==> src/rtl/pxs_sync_gen_if.sv <==
// -----------------------------------------------------------------------------
// pxs_sync_gen_if
// Groups the pixel-stream source signals of pxs_sync_gen.
//   en_i      : pixel advance enable (consumer -> generator)
//   rgb_bg_i  : background colour {B,G,R} (consumer -> generator)
//   RGBStr_o  : 26-bit stream [0] Active, [1] VS, [2] HS, [12:3] YC,
//               [22:13] XC, [23] R, [24] G, [25] B
//   frame_o   : start-of-frame pulse, aligned with the XC=0/YC=0 beat
//   blink_o   : frame-based blink phase
// Modports: master = the generator, slave = the stream consumer.
// -----------------------------------------------------------------------------
interface pxs_sync_gen_if;
  logic        en_i;
  logic [2:0]  rgb_bg_i;
  logic [25:0] RGBStr_o;
  logic        frame_o;
  logic        blink_o;

  modport master (
    input  en_i,
    input  rgb_bg_i,
    output RGBStr_o,
    output frame_o,
    output blink_o
  );

  modport slave (
    output en_i,
    output rgb_bg_i,
    input  RGBStr_o,
    input  frame_o,
    input  blink_o
  );
endinterface

==> src/rtl/pxs_sync_gen.sv <==
// -----------------------------------------------------------------------------
// pxs_sync_gen
// Source end of the 26-bit pixel stream. Runs the horizontal/vertical
// counters and packs coordinates, sync levels, the active flag and the
// background colour into a registered stream beat, one beat behind the
// counters. Also produces a start-of-frame pulse and a blink phase.
//
// Ports:
//   px_clk  : pixel clock
//   rst_n   : asynchronous, active-low reset
//   bus     : pxs_sync_gen_if.master (en_i, rgb_bg_i, RGBStr_o, frame_o,
//             blink_o)
//
// Optional feature macro: PXS_SYNC_BLINK_EN
//   defined   -> frame counter of BLINK_FRAMES frames drives blink_o
//   undefined -> blink_o is tied low, BLINK_FRAMES has no effect
// -----------------------------------------------------------------------------
module pxs_sync_gen #(
  parameter int H_ACTIVE     = 640,
  parameter int H_FRONT      = 16,
  parameter int H_SYNC       = 96,
  parameter int H_BACK       = 48,
  parameter int V_ACTIVE     = 480,
  parameter int V_FRONT      = 10,
  parameter int V_SYNC       = 2,
  parameter int V_BACK       = 33,
  parameter bit HS_POL       = 1'b0,
  parameter bit VS_POL       = 1'b0,
  parameter int BLINK_FRAMES = 30
) (
  input  logic           px_clk,
  input  logic           rst_n,
  pxs_sync_gen_if.master bus
);

  localparam int H_TOTAL = H_ACTIVE + H_FRONT + H_SYNC + H_BACK;
  localparam int V_TOTAL = V_ACTIVE + V_FRONT + V_SYNC + V_BACK;

  // All timing thresholds as 10-bit constants so compares stay width-matched.
  localparam logic [9:0] H_LAST     = 10'(H_TOTAL - 1);
  localparam logic [9:0] V_LAST     = 10'(V_TOTAL - 1);
  localparam logic [9:0] H_ACT_END  = 10'(H_ACTIVE);
  localparam logic [9:0] V_ACT_END  = 10'(V_ACTIVE);
  localparam logic [9:0] HS_START   = 10'(H_ACTIVE + H_FRONT);
  localparam logic [9:0] HS_END     = 10'(H_ACTIVE + H_FRONT + H_SYNC);
  localparam logic [9:0] VS_START   = 10'(V_ACTIVE + V_FRONT);
  localparam logic [9:0] VS_END     = 10'(V_ACTIVE + V_FRONT + V_SYNC);

  // Idle stream: everything zero except both syncs at their inactive level.
  localparam logic [25:0] STR_RESET = {23'd0, ~HS_POL, ~VS_POL, 1'b0};

  logic [9:0]  r_hc;
  logic [9:0]  r_vc;
  logic [25:0] r_str;
  logic        r_frame;

  logic        w_active;
  logic        w_hs;
  logic        w_vs;
  logic [2:0]  w_rgb;
  logic        w_frame;
  logic [25:0] w_str;

  // Raster counters: hc runs across the line, vc advances on each line wrap.
  always_ff @(posedge px_clk or negedge rst_n) begin
    if (!rst_n) begin
      r_hc <= '0;
      r_vc <= '0;
    end else if (bus.en_i) begin
      if (r_hc == H_LAST) begin
        r_hc <= '0;
        r_vc <= (r_vc == V_LAST) ? '0 : r_vc + 10'd1;
      end else begin
        r_hc <= r_hc + 10'd1;
      end
    end
  end

  // Next stream beat decoded from the current counter values.
  always_comb begin
    w_active = (r_hc < H_ACT_END) && (r_vc < V_ACT_END);
    w_hs     = ((r_hc >= HS_START) && (r_hc < HS_END)) ? HS_POL : ~HS_POL;
    w_vs     = ((r_vc >= VS_START) && (r_vc < VS_END)) ? VS_POL : ~VS_POL;
    w_rgb    = w_active ? bus.rgb_bg_i : 3'b000;
    w_frame  = (r_hc == 10'd0) && (r_vc == 10'd0);
    w_str    = {w_rgb, r_hc, r_vc, w_hs, w_vs, w_active};
  end

  // Output register: the stream and frame pulse lag the counters by one beat
  // and freeze together with them when en_i is low.
  always_ff @(posedge px_clk or negedge rst_n) begin
    if (!rst_n) begin
      r_str   <= STR_RESET;
      r_frame <= 1'b0;
    end else if (bus.en_i) begin
      r_str   <= w_str;
      r_frame <= w_frame;
    end
  end

  assign bus.RGBStr_o = r_str;
  assign bus.frame_o  = r_frame;

`ifdef PXS_SYNC_BLINK_EN
  localparam int FC_W = (BLINK_FRAMES > 1) ? $clog2(BLINK_FRAMES) : 1;
  localparam logic [FC_W-1:0] FC_LAST = FC_W'(BLINK_FRAMES - 1);

  logic [FC_W-1:0] r_fcnt;
  logic            r_blink;

  // Counts frame beats; toggling on the terminal beat lines the blink edge up
  // with the frame_o beat that ends the half-period.
  always_ff @(posedge px_clk or negedge rst_n) begin
    if (!rst_n) begin
      r_fcnt  <= '0;
      r_blink <= 1'b0;
    end else if (bus.en_i && w_frame) begin
      if (r_fcnt == FC_LAST) begin
        r_fcnt  <= '0;
        r_blink <= ~r_blink;
      end else begin
        r_fcnt <= r_fcnt + FC_W'(1);
      end
    end
  end

  assign bus.blink_o = r_blink;
`else
  // Without the blink feature the phase is a constant low.
  localparam logic BLINK_IDLE = (BLINK_FRAMES >= 1) ? 1'b0 : 1'b0;

  assign bus.blink_o = BLINK_IDLE;
`endif

endmodule
==> src/flat_wrapper.sv <==
// flat-port wrapper written by rule: the top's interface ports become plain ports
module pxs_sync_gen_flat 
#(
  parameter int H_ACTIVE     = 640,
  parameter int H_FRONT      = 16,
  parameter int H_SYNC       = 96,
  parameter int H_BACK       = 48,
  parameter int V_ACTIVE     = 480,
  parameter int V_FRONT      = 10,
  parameter int V_SYNC       = 2,
  parameter int V_BACK       = 33,
  parameter bit HS_POL       = 1'b0,
  parameter bit VS_POL       = 1'b0,
  parameter int BLINK_FRAMES = 30
)
  (px_clk, rst_n, bus_en_i, bus_rgb_bg_i, bus_RGBStr_o, bus_frame_o, bus_blink_o);
  pxs_sync_gen_if bus_i ();
  input  logic px_clk;
  input  logic rst_n;
  input wire logic [$bits(bus_i.en_i)-1:0] bus_en_i;
  input wire logic [$bits(bus_i.rgb_bg_i)-1:0] bus_rgb_bg_i;
  output wire logic [$bits(bus_i.RGBStr_o)-1:0] bus_RGBStr_o;
  output wire logic [$bits(bus_i.frame_o)-1:0] bus_frame_o;
  output wire logic [$bits(bus_i.blink_o)-1:0] bus_blink_o;
  assign bus_i.en_i = bus_en_i;
  assign bus_i.rgb_bg_i = bus_rgb_bg_i;
  assign bus_RGBStr_o = bus_i.RGBStr_o;
  assign bus_frame_o = bus_i.frame_o;
  assign bus_blink_o = bus_i.blink_o;
  pxs_sync_gen #(.H_ACTIVE(H_ACTIVE), .H_FRONT(H_FRONT), .H_SYNC(H_SYNC), .H_BACK(H_BACK), .V_ACTIVE(V_ACTIVE), .V_FRONT(V_FRONT), .V_SYNC(V_SYNC), .V_BACK(V_BACK), .HS_POL(HS_POL), .VS_POL(VS_POL), .BLINK_FRAMES(BLINK_FRAMES)) u_core (.px_clk(px_clk), .rst_n(rst_n), .bus(bus_i));
endmodule
==> config.mk <==
export PLATFORM = sky130hd
export DESIGN_NAME = pxs_sync_gen_flat
export DESIGN_NICKNAME = d
export VERILOG_FILES = /design/src/rtl/pxs_sync_gen_if.sv /design/src/rtl/pxs_sync_gen.sv /design/src/flat_wrapper.sv
export SDC_FILE = /design/constraint.sdc
export NUM_CORES = 1
export LEC_CHECK = 0
export BUFFER_PORTS_ARGS = -buffer_cell sky130_fd_sc_hd__buf_2
export CORE_MARGIN = 4
export CORE_UTILIZATION = 58
export CTS_BUF_LIST = sky130_fd_sc_hd__clkbuf_8
export DETAILED_ROUTE_END_ITERATION = 8
export PLACE_DENSITY = 0.81
export SKIP_CTS_REPAIR_TIMING = 1
export SYNTH_ARGS = -nofsm -noshare
export SYNTH_HDL_FRONTEND = slang
export SYNTH_SLANG_ARGS = --single-unit
==> constraint.sdc <==
create_clock -name px_clk -period 2.3 [get_ports px_clk]
set_input_delay 0.46 -clock px_clk [delete_from_list [all_inputs] [get_ports px_clk]]
set_output_delay 0.46 -clock px_clk [all_outputs]
set_load 0.02 [all_outputs]
==> impl_results.md, run 1 <==
* First-pass GRT wire length at 6880 um
* Max transition margin at 0.666
* DR vias/cell at 5.84
* Switching Fraction at 0.295
* Seq/Total Area, Yosys at 0.549
* Vias at 1502
* Ys Warns at 0
* Status: completed
* Row count at 21
* Antenna Nets Post-Route at 0
* H-tree depth at 2
* Critical path capture point type: flip-flop
* DR pass1 iterations at 7
* Top Family by Delay on Critical Path: simple AND/OR/NAND/NOR gates
* Yosys reg bits at 47
* Path category of the worst min-delay check: in2async
* Synth Flop Type: dfrtp_1
* Multi-input gate area at 865 um2
* ANT cells at 0
* Avg WL per Cell at 15.7 um
* Worst-margin pin slew at 0.501 ns
* Clock skew at 0.00541 ns
* Crit-path cells: inv_1 -> ha_1 -> nor4b_1 -> and3_1 -> a31oi_1 -> mux2_2
* Width of the die at 68.8 um
* Final wirelength at 4040 um
* Kind of critical path: reg2reg
* Worst EP required at 2.48 ns
* Peak supply drop at 580 uV
* Post-Synthesis Cells at 179
* TritonCTS buffer count at 5
* Asr flop ratio synth at 1.00
* Vias in the first global route at 1483
* Fillers at 261
* IO Pins at 34
* Final hold viol count at 0
* 1st-iter DRT viols at 138
* Internal power at 1.27 mW
* Worst-case clock buffer depth at 2
* GR Util All Layers at 0.201
* Routability cong. at 0.839
* Initial antenna violation count at 0
* Worst Path Arrival at 2.07 ns
* Clk slew on worst S/H paths at 0.08 ns
* Crit path max fanout at 5
* Final setup fails at 0
* CTS root buf: clkbuf_8
* Final net count at 220
* Die Height at 68.8 um
* Cell Pwr Density at 752 nW/um2
* Final Critical Period at 1.90 ns
* Remaining Overflow, GRT at 0
* Net switching power at 0.530 mW
* Final worst path period share at 0.825
* Avg Inst Size Synth at 12.0 um2
* Combined buffer and inverter count along the critical path at 1
* Ratio of cells with drive above 1 in the final layout at 0.336
* Fmax at 0.527 GHz
* Max-slew violation count at 0
* Clock Power Share at 0.250
* IO buf count at 32
* Largest net degree at the start of global routing at 33
* Die area at 4740 um2
* Post-synthesis cell type count at 40
* Worst setup SP type: flip-flop
* CTS sink count at 47
* Post-synth EDFFs at 0
* Static Leak at 1.20 nW
* FF+latch area at 1180 um2
* Initial core utilization at 0.623
* Critical Path Max Stage Delay at 0.43 ns
* Remaining DRCs at 0
* Area delta synth->final at 11.3%
* HPWL after DPL at 2930 um
* Mapped Area at 2150 um2
* Unrepaired setup endpoints after global routing: false
* Net count after synthesis at 189
* Combinational group share of total power at 0.180
* Max Cap Violations at 0
* TNS Setup at 0 ns
* Core area at 3440 um2
* Slowest cell on crit path: dfrtp_1
* Worst-skew pair later-pin latency at 0.29 ns
* CTS tree: yes
* Reg power frac at 0.570
* Post-route core utilization at 0.694
-- power by group through the flow --
| stage | Sequential, mW | Clock, mW | Combinational [mW] |
|---|---|---|---|
| after global placement | 1.04 | 0 | 0.317 |
| final | 1.02 | 0.449 | 0.324 |
| after detailed placement | 1.04 | 0 | 0.328 |
| after global routing | 1.05 | 0.506 | 0.363 |
| after CTS | 1.02 | 0.463 | 0.329 |
| after floorplan | 1.06 | 0 | 0.220 |
-- per-layer routing --
layer	vias to the layer above	wire length (um)	GRT usage
met5	-	0	0
met4	0	30	0.0803
met3	4	286	0.0551
met2	69	1980	0.328
met1	729	1740	0.255
li1	700	-	-
-- worst reg2reg max path, delay by kind of cell (launching register included) --
family / cells / cell delay [ns]
flip-flops: 1 / 0.43
multiplexers: 1 / 0.29
AND/OR/NAND/NOR: 2 / 0.67
buffers and inverters: 1 / 0.11
AO/OA/AOI/OAI: 1 / 0.12
adder cells (fa/ha/maj): 1 / 0.16
-- final timing paths --
path                                        start                      end  slack, ns  cells after the start
min in group px_clk               bus_rgb_bg_i[0]  u_core.bus.RGBStr_o[23]       0.39                      2
hold reg to reg            u_core.bus.RGBStr_o[0]   u_core.bus.RGBStr_o[0]       0.48                      1
hold / removal                              rst_n  u_core.bus.RGBStr_o[24]       0.12                      1
setup / recovery                   u_core.r_vc[0]           u_core.r_vc[0]       0.40                      6
setup reg to reg                   u_core.r_vc[0]           u_core.r_vc[0]       0.40                      6
max in group asynchronous                   rst_n   u_core.bus.RGBStr_o[2]       1.51                      2
-- stage by stage --
step / std cells / hold slack (ns) / total power, mW / cell area, um2 / setup slack [ns]
after floorplan: 179 / 0.164 / 1.28 / 2150 / 0.640
after global placement: 249 / 0.445 / 1.35 / 2310 / 0.560
after detailed placement: 249 / 0.457 / 1.37 / 2310 / 0.453
after CTS: 257 / 0.137 / 1.82 / 2390 / 0.441
after global routing: 257 / 0.154 / 1.91 / 2390 / 0.212
final: 257 / 0.125 / 1.80 / 2390 / 0.402
-- synthesized netlist by cell type (2+ instances only) --
| cell type | instances | area share |
|---|---|---|
| dfstp_2 | 2 | 0.024 |
| nand2_1 | 12 | 0.021 |
| a31oi_1 | 2 | 0.0058 |
| buf_2 | 2 | 0.0047 |
| xnor2_1 | 6 | 0.024 |
| nor3_1 | 5 | 0.012 |
| nor4b_1 | 3 | 0.012 |
| nor2_1 | 7 | 0.012 |
| dfrtp_1 | 45 | 0.52 |
| a22o_1 | 4 | 0.016 |
| and3_1 | 3 | 0.0087 |
| nand4_1 | 6 | 0.017 |
| xor2_1 | 4 | 0.016 |
| ha_1 | 4 | 0.023 |
| a21o_1 | 2 | 0.0070 |
| or3_1 | 2 | 0.0058 |
| nand3_1 | 6 | 0.014 |
| clkbuf_1 | 4 | 0.0070 |
| and3_2 | 4 | 0.014 |
| o21ai_0 | 4 | 0.0093 |
| buf_6 | 3 | 0.016 |
| inv_1 | 6 | 0.010 |
| mux2_2 | 21 | 0.11 |
| and4_1 | 2 | 0.0082 |
| a21oi_1 | 5 | 0.012 |
-- sequential cells by signal, indices dropped and copies added, names as in the netlist --
name / count
u_core.bus.RGBStr_o: 26
u_core.bus.frame_o: 1
u_core.r_hc: 10
u_core.r_vc: 10
-- cell families after synthesis --
kind of cell	after synthesis	synth area share
muxes	22	0.115
other	1	0.00175
AOI/OAI and AO/OA	22	0.0688
buffers and inverters	17	0.0478
DFF	47	0.549
and+or+nand+nor	56	0.153
xor gates and xnor gates	10	0.0408
adders and majority gates	4	0.0233
-- cells in the final DEF, fill, tap and decap left out, drive strengths merged, types with 6 or more instances in the layout --
cell type	n
dfrtp	45
buf	35
mux2	21
nand2	12
inv	8
nor2	7
nand3	7
and3	7
nand4	6
xnor2	6
nor3	6
-- area by class of cell --
class                   instances  area share
repair buffers                 35      0.0765
flip-flops and latches         47       0.494
multi-input cells             115       0.362
well taps                      46      0.0241
inverters                       6     0.00943
clock inverters                 3     0.00524
clock buffers                   5      0.0288
Power figures use the tool's default switching activity.
==> inputs of run 2 (changes only) <==
- ABC_AREA: not set -> 1
- CORE_UTILIZATION: 58 -> 59
- PLACE_DENSITY: 0.81 -> 0.82
- clock period: 2.3 -> 1.91 ns (I/O delays scaled with it)
==> run 2 against run 1 <==
Sequential share of layout area fell by 3.5 points; count of clock-buffer cells in the layout rose by 1; critical path type unchanged; clock skew fell by 0.0017 ns; largest power group unchanged; hold slack improved by 0.036 ns; synthesized cell count rose by 48%; non-clock buffer count fell by 1; highest routed layer unchanged; via count rose by 22%.
==> impl_results.md, run 2 <==
* Cell Pwr Density at 1040 nW/um2 (was 752 nW/um2)
* Most common cell in the netlist: nand2_1 (was dfrtp_1)
* Post-Synthesis Cells at 265 (was 179)
* Routability cong. at 0.862 (was 0.839)
* Worst-case clock buffer depth at 2 (unchanged)
* Final Power at 2.68 mW (was 1.80 mW)
* H-tree depth at 2 (unchanged)
* Largest net degree at the start of global routing at 48 (was 33)
* Die Height at 70.6 um (was 68.8 um)
* Asr flop ratio synth at 1.00 (unchanged)
* Initial antenna violation count at 0 (unchanged)
* IO buf count at 32 (unchanged)
* Vias in the first global route at 1759 (was 1483)
* Switching Fraction at 0.367 (was 0.295)
* Net switching power at 0.983 mW (was 0.530 mW)
* Kind of critical path: reg2reg (unchanged)
* Worst EP required at 2.08 ns (was 2.48 ns)
* Ys Warns at 0 (unchanged)
* Final worst path period share at 0.793 (was 0.825)
* DR pass1 iterations at 4 (was 7)
* Yosys reg bits at 47 (unchanged)
* Worst-margin pin slew at 0.560 ns (was 0.501 ns)
* Antenna Nets Post-Route at 0 (unchanged)
* ANT cells at 0 (unchanged)
* IO Pins at 34 (unchanged)
* Final setup fails at 0 (unchanged)
* Initial core utilization at 0.621 (was 0.623)
* 1st-iter DRT viols at 134 (was 138)
* Path category of the worst min-delay check: in2async (unchanged)
* First-pass GRT wire length at 8400 um (was 6880 um)
* Mapped Area at 2310 um2 (was 2150 um2)
* HPWL after DPL at 3390 um (was 2930 um)
* Fmax at 0.660 GHz (was 0.527 GHz)
* Clock Power Share at 0.218 (was 0.250)
* Max-slew violation count at 0 (unchanged)
* Reg power frac at 0.505 (was 0.570)
* Remaining Overflow, GRT at 0 (unchanged)
* Final wirelength at 4620 um (was 4040 um)
* Commonest non-fill, non-tap cell in the layout: nand2_1 (was dfrtp_1)
* GR Util All Layers at 0.207 (was 0.201)
* Fillers at 292 (was 261)
* TritonCTS buffer count at 5 (unchanged)
* Commonest non-fill, non-tap cells in the layout: 66 x nand2_1, 45 x dfrtp_1, 32 x buf_2 (was 45 x dfrtp_1, 32 x buf_2, 21 x mux2_2)
* Clk slew on worst S/H paths at 0.08 ns (about the same)
* Final Critical Period at 1.51 ns (was 1.90 ns)
* Static Leak at 1.30 nW (was 1.20 nW)
* Internal power at 1.70 mW (was 1.27 mW)
* Net count after synthesis at 275 (was 189)
* Post-synth EDFFs at 0 (unchanged)
* TNS Setup at 0 ns (unchanged)
* Post-synthesis cell type count at 40 (unchanged)
* Worst-skew pair later-pin latency at 0.29 ns (about the same)
* CTS sink count at 47 (unchanged)
* Seq/Total Area, Yosys at 0.511 (was 0.549)
* Peak supply drop at 545 uV (was 580 uV)
* Crit path max fanout at 6 (was 5)
* Row count at 22 (was 21)
* R2R Path Start: u_core.r_vc[1] (was u_core.r_vc[0])
* Number of flip-flops under the largest register name at 26 (unchanged)
* CTS root buf: clkbuf_8 (unchanged)
* Top cells by instance count after synthesis: 66 x nand2_1, 45 x dfrtp_1, 24 x nor2_1 (was 45 x dfrtp_1, 21 x mux2_2, 12 x nand2_1)
* Max transition margin at 0.627 (was 0.666)
* DR vias/cell at 5.31 (was 5.84)
* Remaining DRCs at 0 (unchanged)
* Critical path capture point type: flip-flop (unchanged)
* Crit path from: u_core.r_vc[1] (was u_core.r_vc[0])
* Final hold viol count at 0 (unchanged)
* Die area at 4980 um2 (was 4740 um2)
* Synth top area share at 0.488 (was 0.525)
* Clock skew at 0.00372 ns (was 0.00541 ns)
* Worst setup SP type: flip-flop (unchanged)
* Max Cap Violations at 0 (unchanged)
* Vias at 1826 (was 1502)
* Worst Path Arrival at 1.69 ns (was 2.07 ns)
* Status: completed (unchanged)
* Ratio of cells with drive above 1 in the final layout at 0.230 (was 0.336)
* Area contributors post-synth: dfrtp_1 49%, nand2_1 11%, o21ai_0 4.6% (was dfrtp_1 52%, mux2_2 11%, dfstp_2 2.4%)
* Area leader, netlist: dfrtp_1 (unchanged)
* Avg WL per Cell at 13.4 um (was 15.7 um)
* CTS tree: yes (unchanged)
* Core area at 3720 um2 (was 3440 um2)
* Combinational group share of total power at 0.277 (was 0.180)
* Width of the die at 70.6 um (was 68.8 um)
* Avg Inst Size Synth at 8.71 um2 (was 12.0 um2)
* Unrepaired setup endpoints after global routing: false (unchanged)
* Synth Flop Type: dfrtp_1 (unchanged)
* Final net count at 306 (was 220)
* Area delta synth->final at 11.3% (about the same)
## run 2: changes by cell type in the layout (fill, tap and decap cells not counted), sizes merged, moves of 5 or more
| cell | before | now |
|---|---|---|
| and3 | 7 | 1 |
| inv | 8 | 28 |
| mux2 | 21 | 0 |
| nand2 | 12 | 68 |
| nand3 | 7 | 19 |
| nor2 | 7 | 30 |
| o21ai | 4 | 29 |
| xnor2 | 6 | 1 |
## run 2: final timing paths
path	slack [ns]	end	cells past startpoint
worst max-delay path	0.40	u_core.r_vc[9]	7
worst min-delay path	0.16	u_core.bus.RGBStr_o[16]	2
worst max register to register	0.40	u_core.r_vc[9]	7
worst min register to register	0.47	u_core.bus.RGBStr_o[13]	2
max in group asynchronous	1.37	u_core.bus.RGBStr_o[1]	2
min in group px_clk	0.35	u_core.bus.RGBStr_o[25]	3
## run 2: power groups by stage
stage	sequential [mW]	clock (mW)	combinational, mW
after floorplan	1.46	0	0.404
after global placement	1.36	0	0.729
after detailed placement	1.37	0	0.746
after CTS	1.35	0.600	0.750
after global routing	1.39	0.640	0.826
final	1.35	0.586	0.742
## run 2: kinds of logic (layout without fill, tap and decap cells)
logic type | count (synthesis) | after routing | share of synthesized area
AOI/OAI and AO/OA | 35 | 35 | 0.0862
xor gates and xnor gates | 5 | 5 | 0.0190
adders and majority gates | 4 | 4 | 0.0217
buffers and inverters | 39 | 70 | 0.0743
DFF | 47 | 47 | 0.511
other | 1 | 1 | 0.00162
and+or+nand+nor | 134 | 134 | 0.287
## run 2: final cells by class
cell class,instances,area [um2],area share
Timing Repair Buffer,34,175,0.0682
Clock inverter,1,5.00,0.00195
Clock buffer,6,82.6,0.0321
Multi-Input combinational cell,179,958,0.373
Sequential cell,47,1180,0.459
Tap cell,48,60.1,0.0234
Inverter,29,110,0.0428
## run 2: per-stage QoR
step / utilization / hold WS (ns) / area [um2] / setup WS [ns] / std cells
after global routing: 0.692 / 0.231 / 2570 / 0.212 / 344
final: 0.692 / 0.160 / 2570 / 0.396 / 344
after global placement: 0.668 / 0.451 / 2480 / 0.425 / 337
after detailed placement: 0.668 / 0.457 / 2480 / 0.369 / 337
after floorplan: - / 0.0864 / 2310 / 0.634 / 265
after CTS: 0.692 / 0.182 / 2570 / 0.412 / 344
## run 2: critical path, stage by stage, from the launching register on
cell and delay, ns:
dfrtp_1 0.42, inv_1 0.13, ha_1 0.21, inv_1 0.05
nor2_1 0.09, nand4_1 0.24, nand3_1 0.19, o21ai_1 0.07
## run 2: layer usage
layer	wire length, um	part of all wire	GRT usage	vias to the layer above
met1	2220	0.48	0.312	842
li1	-	-	-	912
met2	2040	0.44	0.298	62
met3	284	0.062	0.0483	10
met4	74	0.016	0.0668	0
met5	0	0	0	-
